[config.mk]
export PLATFORM = sky130hd
export DESIGN_NAME = gray_counter_n
export DESIGN_NICKNAME = d
export VERILOG_FILES = /design/src/rtl/gray_counter_n.sv
export SDC_FILE = /design/constraint.sdc
export NUM_CORES = 1
export LEC_CHECK = 0
export CORE_AREA = 2 2 39 41
export CTS_CLUSTER_SIZE = 16
export DETAILED_ROUTE_END_ITERATION = 10
export DIE_AREA = 0 0 41 43
export DONT_BUFFER_PORTS = 1
export PLACE_DENSITY_LB_ADDON = 0.25
export SLEW_MARGIN = 30
export SYNTH_ARGS = -nofsm -noshare
export SYNTH_HDL_FRONTEND = slang
export SYNTH_SLANG_ARGS = --single-unit
[constraint.sdc]
create_clock -name i_clk -period 2 [get_ports i_clk]
set_clock_uncertainty 0.15 [all_clocks]
set_input_delay 0.4 -clock i_clk [delete_from_list [all_inputs] [get_ports i_clk]]
set_output_delay 0.4 -clock i_clk [all_outputs]
set_load 0.02 [all_outputs]
[src/rtl/gray_counter_n.sv]
// rtl/gray_counter_n.sv - parametrised up/down Gray-code counter with load, sticky wrap flags and carry pulse
//
// Purpose:
//   Counts in reflected binary Gray code, one step per enabled clock edge,
//   in either direction. The count is held as binary; the Gray value is
//   computed from the next binary value and registered alongside it, so
//   o_output and o_bin_out always describe the same count and never glitch.
//
// Parameters:
//   WIDTH    - counter width in bits (must be 2 or more)
//   SATURATE - 0: wrap at the ends, 1: hold at the end value
//
// Ports:
//   i_clk          in   1      rising-edge clock
//   i_reset        in   1      asynchronous active-high reset, clears all state
//   i_en           in   1      count enable
//   i_up           in   1      direction, 1 = increment, 0 = decrement
//   i_load         in   1      synchronous load of i_load_value, beats i_en
//   i_load_value   in   WIDTH  binary value to load
//   i_clr_flag     in   1      synchronous clear of the sticky flags
//   o_output       out  WIDTH  current count, Gray code
//   o_bin_out      out  WIDTH  current count, binary
//   o_overflow     out  1      sticky, set by an up-step at the maximum
//   o_underflow    out  1      sticky, set by a down-step at zero
//   o_carry        out  1      one-cycle pulse after any wrap or saturation

module gray_counter_n #(
  parameter int WIDTH    = 3,
  parameter bit SATURATE = 1'b0
) (
  input  logic             i_clk,
  input  logic             i_reset,
  input  logic             i_en,
  input  logic             i_up,
  input  logic             i_load,
  input  logic [WIDTH-1:0] i_load_value,
  input  logic             i_clr_flag,
  output logic [WIDTH-1:0] o_output,
  output logic [WIDTH-1:0] o_bin_out,
  output logic             o_overflow,
  output logic             o_underflow,
  output logic             o_carry
);

  localparam logic [WIDTH-1:0] MAX_COUNT = {WIDTH{1'b1}};
  localparam logic [WIDTH-1:0] ZERO      = {WIDTH{1'b0}};

  // Registered state
  logic [WIDTH-1:0] r_bin;
  logic [WIDTH-1:0] r_gray;
  logic             r_overflow;
  logic             r_underflow;
  logic             r_carry;

  // Next-state values
  logic [WIDTH-1:0] w_next_bin;
  logic [WIDTH-1:0] w_next_gray;
  logic             w_ovf_event;
  logic             w_unf_event;
  logic             w_next_overflow;
  logic             w_next_underflow;

  // Reflected binary: each bit is the XOR of itself and the next-higher bit.
  function automatic logic [WIDTH-1:0] bin_to_gray(input logic [WIDTH-1:0] bin);
    return bin ^ (bin >> 1);
  endfunction

  // Step selection. Load wins over counting; a wrap event is flagged at
  // either end regardless of SATURATE, only the resulting value differs.
  always_comb begin
    w_next_bin  = r_bin;
    w_ovf_event = 1'b0;
    w_unf_event = 1'b0;
    if (i_load) begin
      w_next_bin = i_load_value;
    end else if (i_en) begin
      if (i_up) begin
        if (r_bin == MAX_COUNT) begin
          w_ovf_event = 1'b1;
          w_next_bin  = SATURATE ? MAX_COUNT : ZERO;
        end else begin
          w_next_bin = r_bin + WIDTH'(1);
        end
      end else begin
        if (r_bin == ZERO) begin
          w_unf_event = 1'b1;
          w_next_bin  = SATURATE ? ZERO : MAX_COUNT;
        end else begin
          w_next_bin = r_bin - WIDTH'(1);
        end
      end
    end
  end

  assign w_next_gray = bin_to_gray(w_next_bin);

  // A wrap event on the same edge as a clear keeps its own flag set; the
  // opposite flag is still cleared.
  assign w_next_overflow  = w_ovf_event | (r_overflow  & ~i_clr_flag);
  assign w_next_underflow = w_unf_event | (r_underflow & ~i_clr_flag);

  always_ff @(posedge i_clk or posedge i_reset) begin
    if (i_reset) begin
      r_bin       <= ZERO;
      r_gray      <= ZERO;
      r_overflow  <= 1'b0;
      r_underflow <= 1'b0;
      r_carry     <= 1'b0;
    end else begin
      r_bin       <= w_next_bin;
      r_gray      <= w_next_gray;
      r_overflow  <= w_next_overflow;
      r_underflow <= w_next_underflow;
      r_carry     <= w_ovf_event | w_unf_event;
    end
  end

  assign o_output    = r_gray;
  assign o_bin_out   = r_bin;
  assign o_overflow  = r_overflow;
  assign o_underflow = r_underflow;
  assign o_carry     = r_carry;

endmodule
==> After elaboration in Yosys (flattened, before gate mapping) <==
Cells that the tools add are included.
{ "classes": {"addsub": 2, "eq_ne": 1, "n_mux": 13, "n_bitwise": 7, "reduce_logical": 1} }
{ "op_table": {"columns": ["cell", "n"], "rows": [
  ["3-bit two-way mux", 5],
  ["1-bit two-way mux", 8],
  ["3-bit by 1-bit adder with 3-bit output, second input constant", 1],
  ["3-bit equality test, second input constant", 1],
  ["3-bit logical NOT", 1],
  ["1-bit OR", 3],
  ["3-bit by 1-bit subtractor with 3-bit output, second input constant", 1],
  ["3-bit by 2-bit bitwise XOR with 3-bit output", 1],
  ["1-bit bitwise AND", 2],
  ["1-bit inverter", 1]
]} }
{ "word_totals": {"ff_bits": 9, "out_inout_bits": 9} }

==> Logic depth before layout (Yosys ltp) <==
Gate-level depths: netlist (run 1).
{ "logic_depth": {"depth_word": 6, "mapped_depth": 6} }

==> Worst setup path before layout (run 1) <==
OpenSTA, ideal clock, no wires.
{ "synth_path": {"path_kind": "register -> register", "start": "register r_bin[0] (netlist: o_bin_out[0])", "end": "register r_gray[1] (netlist: o_output[1])", "setup_time_ps": 133, "t_arrival_ps": 1503, "required_time_ps": 1717, "slack_ps": 214, "path_stages_with_launch": 7, "path_buffers": 0, "cell_sequence": "dfrtp_1 ha_1 ha_1 nand2b_1 a221oi_2 a221oi_2 xnor2_1"} }
{ "synth_via": {"elab_chain_cells": 6, "word_cells_on_any_way": 10} }
{ "synth_rtl": {"columns": ["element", "line_no", "source"], "rows": [
  ["start: declaration", "49", "logic [WIDTH-1:0] r_bin;"],
  ["start signal: assignment", "110", "r_bin <= w_next_bin;"],
  ["3-bit by 1-bit subtractor with 3-bit output, or another cell as far along", "89", "w_next_bin = r_bin - WIDTH'(1);"],
  ["3-bit two-way mux (on tied branches)", "85, 78", null],
  ["3-bit two-way mux *", "77", "if (i_up) begin"],
  ["3-bit two-way mux *", "76", "end else if (i_en) begin"],
  ["3-bit two-way mux *", "74", "if (i_load) begin"],
  ["3-bit by 2-bit bitwise XOR with 3-bit output *", "65", "return bin ^ (bin >> 1);"],
  ["net w_next_gray[1]", "57", "logic [WIDTH-1:0] w_next_gray;"],
  ["end signal: assignment", "111", "r_gray <= w_next_gray;"],
  ["end: declaration", "50", "logic [WIDTH-1:0] r_gray;"]
]} }
Mark *: on every way through the listed nets, which the timed path passes. The rest lies on a longest branch.

==> Final worst setup path (run 1) <==
Same ends and word-level chain as after synthesis.

==> results of run 1 <==
==> final cells by class <==
type	count	share of cell area
multi-input combinational	27	0.437
sequential	8	0.368
timing repair buffer	4	0.0598
inverter	8	0.0575
clock buffer	3	0.0414
tap	16	0.0368
==> sequential cells by signal, summed over array words and instances, names as in the netlist <==
name and count:
o_overflow 1, o_underflow 1, o_carry 1, o_bin_out 3, o_output 2
==> kinds of logic after synthesis <==
family | Yosys count | synth area share
AOI/OAI and AO/OA | 11 | 0.223
xor gates and xnor gates | 2 | 0.0368
adders and majority gates | 4 | 0.105
buffers and inverters | 9 | 0.0813
DFF | 8 | 0.420
and+or+nand+nor | 10 | 0.134
==> path summary, 6_finish.rpt <==
check | startpoint | endpoint | cells after the start
worst max-delay path | o_bin_out[0] | o_output[1] | 6
worst min-delay path | i_clr_flag | o_overflow | 1
worst max register to register | o_bin_out[0] | o_output[1] | 6
worst min register to register | o_underflow | o_underflow | 2
max in group asynchronous | i_reset | o_output[1] | 2
min in group asynchronous | i_reset | o_bin_out[0] | 2
==> power breakdown <==
part / switching (µW) / total (µW) / internal [µW]
registers: 28.0 / 210 / 182
clock network: 46.7 / 115 / 68.1
logic: 62.1 / 111 / 49.2
==> cell usage in the layout, fill, tap and decap left out, drive strengths merged <==
cell	n
nand2	1
o31ai	1
inv	6
xnor2	2
nor3	1
clkbuf	3
nor2b	2
nand2b	3
dfrtp	8
a21oi	3
a211oi	1
nor2	2
buf	3
or2	1
dlygate4sd3	1
a221oi	4
clkinvlp	1
clkinv	1
ha	4
o22ai	2
==> metrics by stage <==
step	util	hold WS, ps	cell area (µm²)	cells
after detailed placement	0.370	105	512	62
final	0.393	103	544	66
after floorplan	-	65.7	477	44
after CTS	0.393	97.9	544	66
after global routing	0.393	90.8	544	66
after global placement	0.370	96.1	512	62
==> timing repair <==
action | CTS | global route
hold buffers | 1 | 0
endpoints found under the hold margin | 8 | 0
buffers inserted | 0 | 0
==> metal layers <==
layer | global-route usage | wire (µm)
met1 | 0.159 | 354
met2 | 0.153 | 414
met3 | 0.0524 | 71
met4 | 0.0800 | 11
met5 | 0 | 0
==> impl_metrics.env, run 1 <==
export IMPL_status="finished, final reports clean"
export IMPL_cts_tree="built"
export IMPL_route_detailed_drc=0
export IMPL_postRouteAntennaNets=0
export IMPL_syn_area_um2=477
export IMPL_seqCellArea_um2=200
export IMPL_yosys_warnings=0
export IMPL_hold_viol=0
export IMPL_critical_path_slowest_cell="dfrtp_1"
export IMPL_synth_area_leaders="dfrtp_1 (42%), a221oi_2 (13%), ha_1 (10%)"
export IMPL_grt_pass1_wl_um=1410
export IMPL_cts_resized=0
export IMPL_synth_top_cell_area_share=0.420
export IMPL_vias=337
export IMPL_relSlewSlack=0.781
export IMPL_die_x_um=41
export IMPL_power_leakage_uw=0.000238
export IMPL_cap_violations=0
export IMPL_syn_inst=44
export IMPL_antenna_found_initial=0
export IMPL_yosysTopAreaCell="dfrtp_1"
export IMPL_place_hpwl_um=714
export IMPL_ios=18
export IMPL_clk_path_buf_depth=2
export IMPL_routedWlPerCell_um=12.9
export IMPL_rsz0062_at_grt="false"
export IMPL_criticalPathCategory="reg -> reg"
export IMPL_core_area_um2=1380
export IMPL_drt_initial_drc_count=4
export IMPL_port_buffers=0
export IMPL_fin_crit_sh=0.885
export IMPL_htree_levels=1
export IMPL_gr_total_overflow=0
export IMPL_rows=14
export IMPL_drt_pass1_iter_count=2
export IMPL_diodes=0
export IMPL_track_usage=0.121
export IMPL_crit_arrival_ps=1730
export IMPL_area_growth_pct=14.2
export IMPL_nNetsFinal=65
export IMPL_drive_gt1_frac=0.300
export IMPL_synthTopCellsByCount="dfrtp_1 (8), inv_1 (5), a221oi_2 (4), ha_1 (4)"
export IMPL_hold_path_class="in -> reg"
export IMPL_power_density_nw_per_um2=802
export IMPL_start_util=0.344
export IMPL_clock_latency_ps=240
export IMPL_grt_max_degree=9
export IMPL_clk_pin_slew_ps=50
export IMPL_ys_flop_type="dfrtp_1"
export IMPL_tightest_slew_ps=328
export IMPL_setup_viol=0
export IMPL_timing_final_ws_setup_ps=230
export IMPL_fp_dieArea_um2=1760
export IMPL_max_freq_mhz=565
export IMPL_peakVddDrop_mv=0.218
export IMPL_p_total_uw=436
export IMPL_ys_seq_elements=8
export IMPL_critical_path_max_fanout=3
export IMPL_gp_congestion=0.749
export IMPL_die_h_um=43
export IMPL_cts_sinks=8
export IMPL_cpPeakStageDelay_ps=410
export IMPL_n_fill_cell=143
export IMPL_fin_crit_ps=1770
export IMPL_cts_root_buf="clkbuf_4"
export IMPL_multi_input_area_um2=238
export IMPL_synth_async_reset_ratio=1.00
export IMPL_start_kind="flop"
export IMPL_ys_types=22
export IMPL_path_delay_family="flip-flops"
export IMPL_drt_wl_total_um=851
export IMPL_syn_num_nets=57
export IMPL_cp_required_ps=1960
export IMPL_tns_ps=0
export IMPL_reg2reg_setup_slack_ps=230
export IMPL_cp_num_buf_inv=0
export IMPL_dp_slack_ps=262
export IMPL_synthMostInstantiatedCell="dfrtp_1"
export IMPL_grt_pass1_vias=319
export IMPL_crit_chain="ha_1, ha_1, nand2b_1, a221oi_2, a221oi_2, xnor2_1"
export IMPL_synth_edf_count=0
export IMPL_syn_avg_cell_area_um2=10.8
export IMPL_vias_per_cell=5.11
export IMPL_seq_area_frac_synth=0.420
export IMPL_cts_buffers=3
export IMPL_end_kind="flop"
export IMPL_final_max_slew_viol_count=0
(Power assumes the default switching activity.)
==> inputs of run 2 (changes only) <==
MAX_ROUTING_LAYER = met4   (was default)
==> results of run 2 <==
The final DEF is identical to that of run 1; final timing and power are the same.
Main changes from that run: final weighted congestion in routability-driven placement 0.749 -> 0.758; overall routing resource usage 0.121 -> 0.124
